`config.mk`:
```
export PLATFORM = sky130hd
export DESIGN_NAME = mem_port_arbiter_flat
export DESIGN_NICKNAME = d
export VERILOG_FILES = /design/src/rtl/mem_port_arbiter_if.sv /design/src/rtl/mem_port_arbiter.sv /design/src/flat_wrapper.sv
export SDC_FILE = /design/constraint.sdc
export NUM_CORES = 1
export LEC_CHECK = 0
export CORE_AREA = 4 4 217 219
export DETAILED_ROUTE_END_ITERATION = 16
export DIE_AREA = 0 0 221 223
export PLACE_DENSITY_LB_ADDON = 0.08
export SLEW_MARGIN = 20
export SYNTH_ARGS = -nofsm -noshare
export SYNTH_HDL_FRONTEND = slang
export SYNTH_SLANG_ARGS = --single-unit
```
`constraint.sdc`:
```
create_clock -name clk_i -period 1.7 [get_ports clk_i]
set_input_delay 0.255 -clock clk_i [delete_from_list [all_inputs] [get_ports clk_i]]
set_output_delay 0.255 -clock clk_i [all_outputs]
set_load 0.05 [all_outputs]
```
`src/rtl/mem_port_arbiter_if.sv`:
```
// Requester and memory-command bundle around mem_port_arbiter.
// The arbiter attaches through the slave modport; requesters and the memory unit attach through master.
interface mem_port_arbiter_if #(
  parameter int NREQ = 4
);
  logic [NREQ-1:0]        req;
  logic [NREQ-1:0][1:0]   req_mode;
  logic [NREQ-1:0][31:0]  req_address;
  logic [NREQ-1:0][31:0]  req_offset;
  logic [NREQ-1:0][31:0]  req_data;
  logic [NREQ-1:0]        gnt;
  logic [NREQ-1:0]        ack;
  logic [31:0]            rdata;
  logic                   mem_valid;
  logic [1:0]             mem_mode;
  logic [31:0]            mem_address;
  logic [31:0]            mem_offset;
  logic [31:0]            mem_data;
  logic [31:0]            mem_data_out;

  modport slave (
    input  req, req_mode, req_address, req_offset, req_data, mem_data_out,
    output gnt, ack, rdata, mem_valid, mem_mode, mem_address, mem_offset, mem_data
  );

  modport master (
    output req, req_mode, req_address, req_offset, req_data, mem_data_out,
    input  gnt, ack, rdata, mem_valid, mem_mode, mem_address, mem_offset, mem_data
  );
endinterface

```
`src/rtl/mem_port_arbiter.sv`:
```
// Round-robin arbiter serialising whole memory-port operations (IDLE/ISSUE/WAIT/DONE).
// Define MEM_ARB_FIXED_PRIORITY_EN for lowest-index-wins priority instead of round-robin.
module mem_port_arbiter #(
  parameter int NREQ    = 4,
  parameter int LATENCY = 1
) (
  input logic               clk_i,
  input logic               init_n_i,
  mem_port_arbiter_if.slave bus
);
  localparam int IW = $clog2(NREQ);

  typedef enum logic [1:0] {
    S_IDLE  = 2'd0,
    S_ISSUE = 2'd1,
    S_WAIT  = 2'd2,
    S_DONE  = 2'd3
  } state_e;

  state_e          state_q, state_d;
  logic [NREQ-1:0] gnt_q, gnt_d;
  logic [NREQ-1:0] ack_q, ack_d;
  logic [IW-1:0]   win_q, win_d;
  logic [3:0]      cnt_q, cnt_d;
  logic [31:0]     rdata_q, rdata_d;
  logic            mem_valid_q, mem_valid_d;
  logic [1:0]      mem_mode_q, mem_mode_d;
  logic [31:0]     mem_address_q, mem_address_d;
  logic [31:0]     mem_offset_q, mem_offset_d;
  logic [31:0]     mem_data_q, mem_data_d;
  logic [IW-1:0]   pick_s;
  logic            pick_vld_s;

`ifdef MEM_ARB_FIXED_PRIORITY_EN
  // Winner select: lowest set index; scanning downward leaves the lowest one standing.
  always_comb begin
    pick_s     = {IW{1'b0}};
    pick_vld_s = 1'b0;
    for (int k = NREQ - 1; k >= 0; k--) begin
      if (bus.req[k]) begin
        pick_s     = IW'(k);
        pick_vld_s = 1'b1;
      end else begin
        pick_s     = pick_s;
      end
    end
  end
`else
  logic [IW-1:0] rr_ptr_q, rr_ptr_d;
  logic [IW:0]   idx_s;

  // Winner select: first set bit at or after rr_ptr with wrap; downward scan keeps the nearest.
  always_comb begin
    pick_s     = {IW{1'b0}};
    pick_vld_s = 1'b0;
    idx_s      = {(IW+1){1'b0}};
    for (int k = NREQ - 1; k >= 0; k--) begin
      idx_s = {1'b0, rr_ptr_q} + (IW+1)'(k);
      if (idx_s >= (IW+1)'(NREQ)) begin
        idx_s = idx_s - (IW+1)'(NREQ);
      end else begin
        idx_s = idx_s;
      end
      if (bus.req[idx_s[IW-1:0]]) begin
        pick_s     = idx_s[IW-1:0];
        pick_vld_s = 1'b1;
      end else begin
        pick_s     = pick_s;
      end
    end
  end
`endif

  // Next-state and registered-output computation for the operation sequencer.
  always_comb begin
    state_d       = state_q;
    gnt_d         = gnt_q;
    ack_d         = {NREQ{1'b0}};
    win_d         = win_q;
    cnt_d         = cnt_q;
    rdata_d       = rdata_q;
    mem_valid_d   = 1'b0;
    mem_mode_d    = 2'b00;
    mem_address_d = 32'd0;
    mem_offset_d  = 32'd0;
    mem_data_d    = 32'd0;
`ifndef MEM_ARB_FIXED_PRIORITY_EN
    rr_ptr_d      = rr_ptr_q;
`endif
    case (state_q)
      S_IDLE: begin
        if (pick_vld_s) begin
          // Fields are held stable by the requester, so capturing them here equals ISSUE-cycle values.
          state_d       = S_ISSUE;
          win_d         = pick_s;
          gnt_d         = NREQ'(1) << pick_s;
          mem_valid_d   = 1'b1;
          mem_mode_d    = bus.req_mode[pick_s];
          mem_address_d = bus.req_address[pick_s];
          mem_offset_d  = bus.req_offset[pick_s];
          mem_data_d    = bus.req_data[pick_s];
        end else begin
          state_d = S_IDLE;
        end
      end
      S_ISSUE: begin
`ifndef MEM_ARB_FIXED_PRIORITY_EN
        rr_ptr_d = (win_q == IW'(NREQ - 1)) ? {IW{1'b0}} : win_q + IW'(1);
`endif
        if (LATENCY == 0) begin
          state_d = S_DONE;
          ack_d   = gnt_q;
          rdata_d = bus.mem_data_out;
        end else begin
          state_d = S_WAIT;
          cnt_d   = 4'(LATENCY - 1);
        end
      end
      S_WAIT: begin
        if (cnt_q == 4'd0) begin
          state_d = S_DONE;
          ack_d   = gnt_q;
          rdata_d = bus.mem_data_out;
        end else begin
          cnt_d = cnt_q - 4'd1;
        end
      end
      S_DONE: begin
        state_d = S_IDLE;
        gnt_d   = {NREQ{1'b0}};
      end
      default: begin
        state_d = S_IDLE;
        gnt_d   = {NREQ{1'b0}};
      end
    endcase
  end

  // State and output registers.
  always_ff @(posedge clk_i or negedge init_n_i) begin
    if (!init_n_i) begin
      state_q       <= S_IDLE;
      gnt_q         <= {NREQ{1'b0}};
      ack_q         <= {NREQ{1'b0}};
      win_q         <= {IW{1'b0}};
      cnt_q         <= 4'd0;
      rdata_q       <= 32'd0;
      mem_valid_q   <= 1'b0;
      mem_mode_q    <= 2'b00;
      mem_address_q <= 32'd0;
      mem_offset_q  <= 32'd0;
      mem_data_q    <= 32'd0;
`ifndef MEM_ARB_FIXED_PRIORITY_EN
      rr_ptr_q      <= {IW{1'b0}};
`endif
    end else begin
      state_q       <= state_d;
      gnt_q         <= gnt_d;
      ack_q         <= ack_d;
      win_q         <= win_d;
      cnt_q         <= cnt_d;
      rdata_q       <= rdata_d;
      mem_valid_q   <= mem_valid_d;
      mem_mode_q    <= mem_mode_d;
      mem_address_q <= mem_address_d;
      mem_offset_q  <= mem_offset_d;
      mem_data_q    <= mem_data_d;
`ifndef MEM_ARB_FIXED_PRIORITY_EN
      rr_ptr_q      <= rr_ptr_d;
`endif
    end
  end

  assign bus.gnt         = gnt_q;
  assign bus.ack         = ack_q;
  assign bus.rdata       = rdata_q;
  assign bus.mem_valid   = mem_valid_q;
  assign bus.mem_mode    = mem_mode_q;
  assign bus.mem_address = mem_address_q;
  assign bus.mem_offset  = mem_offset_q;
  assign bus.mem_data    = mem_data_q;
endmodule

```
`src/flat_wrapper.sv`:
```
// flat-port wrapper written by rule: the top's interface ports become plain ports
module mem_port_arbiter_flat 
#(
  parameter int NREQ    = 4,
  parameter int LATENCY = 1
)
  (clk_i, init_n_i, bus_req, bus_req_mode, bus_req_address, bus_req_offset, bus_req_data, bus_mem_data_out, bus_gnt, bus_ack, bus_rdata, bus_mem_valid, bus_mem_mode, bus_mem_address, bus_mem_offset, bus_mem_data);
  mem_port_arbiter_if #(.NREQ(NREQ)) bus_i ();
  input logic clk_i;
  input logic init_n_i;
  input wire logic [$bits(bus_i.req)-1:0] bus_req;
  input wire logic [$bits(bus_i.req_mode)-1:0] bus_req_mode;
  input wire logic [$bits(bus_i.req_address)-1:0] bus_req_address;
  input wire logic [$bits(bus_i.req_offset)-1:0] bus_req_offset;
  input wire logic [$bits(bus_i.req_data)-1:0] bus_req_data;
  input wire logic [$bits(bus_i.mem_data_out)-1:0] bus_mem_data_out;
  output wire logic [$bits(bus_i.gnt)-1:0] bus_gnt;
  output wire logic [$bits(bus_i.ack)-1:0] bus_ack;
  output wire logic [$bits(bus_i.rdata)-1:0] bus_rdata;
  output wire logic [$bits(bus_i.mem_valid)-1:0] bus_mem_valid;
  output wire logic [$bits(bus_i.mem_mode)-1:0] bus_mem_mode;
  output wire logic [$bits(bus_i.mem_address)-1:0] bus_mem_address;
  output wire logic [$bits(bus_i.mem_offset)-1:0] bus_mem_offset;
  output wire logic [$bits(bus_i.mem_data)-1:0] bus_mem_data;
  assign bus_i.req = bus_req;
  assign bus_i.req_mode = bus_req_mode;
  assign bus_i.req_address = bus_req_address;
  assign bus_i.req_offset = bus_req_offset;
  assign bus_i.req_data = bus_req_data;
  assign bus_i.mem_data_out = bus_mem_data_out;
  assign bus_gnt = bus_i.gnt;
  assign bus_ack = bus_i.ack;
  assign bus_rdata = bus_i.rdata;
  assign bus_mem_valid = bus_i.mem_valid;
  assign bus_mem_mode = bus_i.mem_mode;
  assign bus_mem_address = bus_i.mem_address;
  assign bus_mem_offset = bus_i.mem_offset;
  assign bus_mem_data = bus_i.mem_data;
  mem_port_arbiter #(.NREQ(NREQ), .LATENCY(LATENCY)) u_core (.clk_i(clk_i), .init_n_i(init_n_i), .bus(bus_i));
endmodule
```
==> impl_metrics.py <==
metrics = {
    "drt": {
        "wl_per_cell_um": 24.3,
        "drc": 0,
        "drt-pass1-iter-count": 4,
        "routed_via_density": 4.19,
        "routed-via-count": 7931,
        "wirelength_um": 46100,
        "drt_iter0_markers": 282,
        "ant_nets": 0,
    },
    "place": {
        "portBuffers": 568,
        "gp_congestion": 0.799,
        "pre_cts_ws_ps": -555,
        "dp_hpwl_um": 32400,
        "dp_cells": 1804,
        "dpl_cell_area_um2": 13900,
    },
    "sta": {
        "rsz0062_at_grt": "yes",
        "slew_headroom": 0.730,
        "layout_setup_ws_ps": -159,
        "period_share": 1.09,
        "hold_slack_ps": 285,
        "finalClockSkew_ps": 7.11,
        "hold_viol_final": 0,
        "fmax_mhz": 538,
        "finalCriticalPeriod_ps": 1860,
        "finalSetupViolCount": 100,
        "tightest_slew_ps": 404,
        "slew_violations": 0,
    },
    "setup_path": {
        "critical_path_class": "reg -> reg",
        "r2r_cells": 8,
        "crit_required_ps": 2010,
        "cp_num_buf_inv": 3,
        "start_kind": "register",
        "crit_path_cell_trace": "buf_6 > nor2b_4 > o21ai_2 > and3_4 > buf_12 > clkbuf_16 > a22oi_2 > o22ai_2",
        "r2r_setup_slack_ps": -160,
        "slowest_delay_ps": 420,
        "cp_max_fo": 8,
        "r2r-start": "u_core.rr_ptr_q[0]",
        "reg2reg_to": "u_core.bus.mem_data[2]",
        "cp_top_family": "buffers and inverters",
        "worst_setup_path_end_kind": "register",
        "critPathSlowestCell": "dfrtp_1",
        "cp.arrival_ps": 2170,
    },
    "clock_network": {
        "cts_tree": "yes",
        "root_buffer": "clkbuf_16",
        "clockBufferDepth": 2,
        "clkLatencyLatePin_ps": 440,
        "clock-sinks": 149,
        "h-tree-depth": 4,
        "cts.clk_slew.worst_paths_ps": 70,
        "numCtsBuffers": 17,
    },
    "grt": {
        "antenna_found_initial": 7,
        "grt_overflow": 0,
        "gr-usage-all-layers": 0.162,
        "grt_first_pass_wirelength_um": 59400,
        "grt_pass1_vias": 8687,
        "grt_start_max_net_pins": 48,
    },
    "floorplan": {
        "fp.dieArea_um2": 49300,
        "initial_core_util": 0.161,
        "num_io_pins": 569,
        "core_area_um2": 45100,
        "die_h_um": 223,
        "die_x_um": 221,
        "fp-row-count": 78,
    },
    "power_and_ir_drop": {
        "power.leakage_nw": 6.92,
        "total_power_mw": 27.8,
        "power-per-cell-area_nw_per_um2": 1720,
        "irDropWorstVdd_mv": 0.826,
    },
    "logic_synthesis": {
        "ys_types": 37,
        "syn_nets": 1050,
        "ys_ff_latch": 149,
        "netlist_instances": 614,
        "syn_area_um2": 7270,
        "ys_warn_count": 0,
        "seq_area_frac_synth": 0.513,
        "syn_area_per_cell_um2": 11.8,
    },
    "layout": {
        "area_growth_pct": 122,
        "instances_no_fill": 1895,
        "fillerInstances": 4548,
        "fin_area_um2": 16100,
        "drive_gt1_frac": 0.340,
        "nets": 1713,
    },
    "run": {
        "max_cap_violations": 0,
    },
    "run_status": {
        "failed_checks": "setup timing",
        "run_status": "finished, violations left",
    },
    "min_path": {
        "hold_path.class": "in -> async",
    },
}
-- synth_stat cells --
cell type,count,area (um2)
inv_2,1,3.75
nand2b_1,3,18.8
nand3b_1,1,7.51
ha_1,6,75.1
buf_2,40,200
and3_1,2,12.5
a221o_1,1,10.0
a21o_1,1,7.51
mux2i_1,99,991
inv_1,8,30.0
and2_1,4,25.0
dfrtp_1,149,3730
o221ai_1,1,8.76
o31ai_1,1,7.51
o21bai_1,1,7.51
a31oi_1,2,12.5
xnor2_1,1,8.76
mux2_1,18,203
nand2_4,1,11.3
nand3_1,2,10.0
a22oi_1,99,743
buf_6,4,45.0
nor2_1,4,15.0
o21ai_1,4,20.0
nor4_1,1,6.26
nor3_4,1,16.3
nor2b_2,1,8.76
nor4_2,1,12.5
a22o_1,2,17.5
mux2_2,15,169
a21boi_0,1,7.51
o21ai_0,9,45.0
clkbuf_1,2,7.51
nand2_1,14,52.6
o22ai_1,98,613
buf_4,12,90.1
a21oi_1,4,20.0
-- flip-flops by register name (all words and copies together) (netlist names) --
signal and count:
u_core.state_q 2, u_core.rr_ptr_q 2, u_core.bus.mem_address 32, u_core.bus.mem_offset 32
u_core.cnt_q 4, u_core.bus.mem_data 32, u_core.win_q 2, u_core.bus.mem_mode 2
u_core.bus.mem_valid 1, u_core.bus.gnt 4, u_core.bus.ack 4, u_core.bus.rdata 32
-- cell usage in the layout, fill, tap and decap left out, types with 2 or more instances in the layout --
cell	n
nand2b_4	3
buf_8	7
o21ai_0	9
inv_6	3
nor2_1	4
mux2_2	2
mux2i_4	5
mux2_1	3
o22ai_2	8
buf_12	26
a22oi_2	55
clkinvlp_4	7
a22o_1	2
clkbuf_16	30
inv_2	5
clkbuf_8	2
and2_1	4
o21ai_2	2
and3_4	2
dfrtp_1	148
ha_4	2
a31oi_1	2
o22ai_1	90
a22oi_1	44
diode_2	5
mux2i_1	84
mux2_4	28
inv_1	4
buf_6	18
buf_16	8
buf_4	199
ha_1	4
nand3_1	2
nand2_1	13
mux2i_2	10
clkdlybuf4s50_1	426
a21oi_1	3
-- what timing repair did --
item | CTS | global route
hold buffers | 1 | 0
setup endpoints to repair | 98 | 136
gates cloned | 7 | 19
pin swaps | 16 | 33
gates resized for setup | 65 | 106
setup buffers | 15 | 13
hold endpoints to repair | 29 | 0
-- how the worst max path moves through the flow --
stage	startpoint	endpoint	slack (ps)	depth (start not counted)
floorplan	u_core.cnt_q[0]	u_core.bus.rdata[14]	4	6
global placement	bus_req[0]	u_core.bus.mem_data[4]	-550	8
detailed placement	bus_req[0]	u_core.bus.mem_data[4]	-560	8
CTS	u_core.rr_ptr_q[1]	u_core.bus.mem_offset[19]	-130	7
global route	u_core.rr_ptr_q[0]	u_core.bus.mem_data[0]	-220	8
finish	u_core.rr_ptr_q[0]	u_core.bus.mem_data[2]	-160	8
-- logic make-up after synthesis --
group / synth area share
mux: 0.187
buf+inv: 0.0518
simple gates: 0.0270
fa+ha+maj: 0.0103
flops: 0.513
xor+xnor: 0.00121
compound gates: 0.209
-- where the power goes --
part / switching, mW / internal, mW
Clock: 1.74 / 2.11
Sequential: 0.611 / 4.97
Combinational: 10.6 / 7.80
-- per-stage QoR --
stage | util | setup TNS (ps)
floorplan | - | 0
detailed placement | 0.308 | -49700
CTS | 0.335 | -7470
global placement | 0.308 | -46450
global route | 0.358 | -16660
finish | 0.358 | -8900
-- layout make-up --
type	count	area, um2	area share
Sequential cell	149	3730	0.231
Multi-Input combinational cell	399	3830	0.237
Inverter	9	33.8	0.00209
Clock buffer	19	453	0.0281
Antenna cell	5	12.5	0.000776
Tap cell	600	751	0.0465
Clock inverter	13	123	0.00760
Timing Repair Buffer	701	7200	0.446
-- metal layers --
layer | routed length (um) | global-route usage
met1 | 17300 | 0.175
met2 | 24500 | 0.295
met3 | 3570 | 0.0684
met4 | 731 | 0.0368
met5 | 26 | 0
Note: power is estimated with default switching activity, not from simulation.
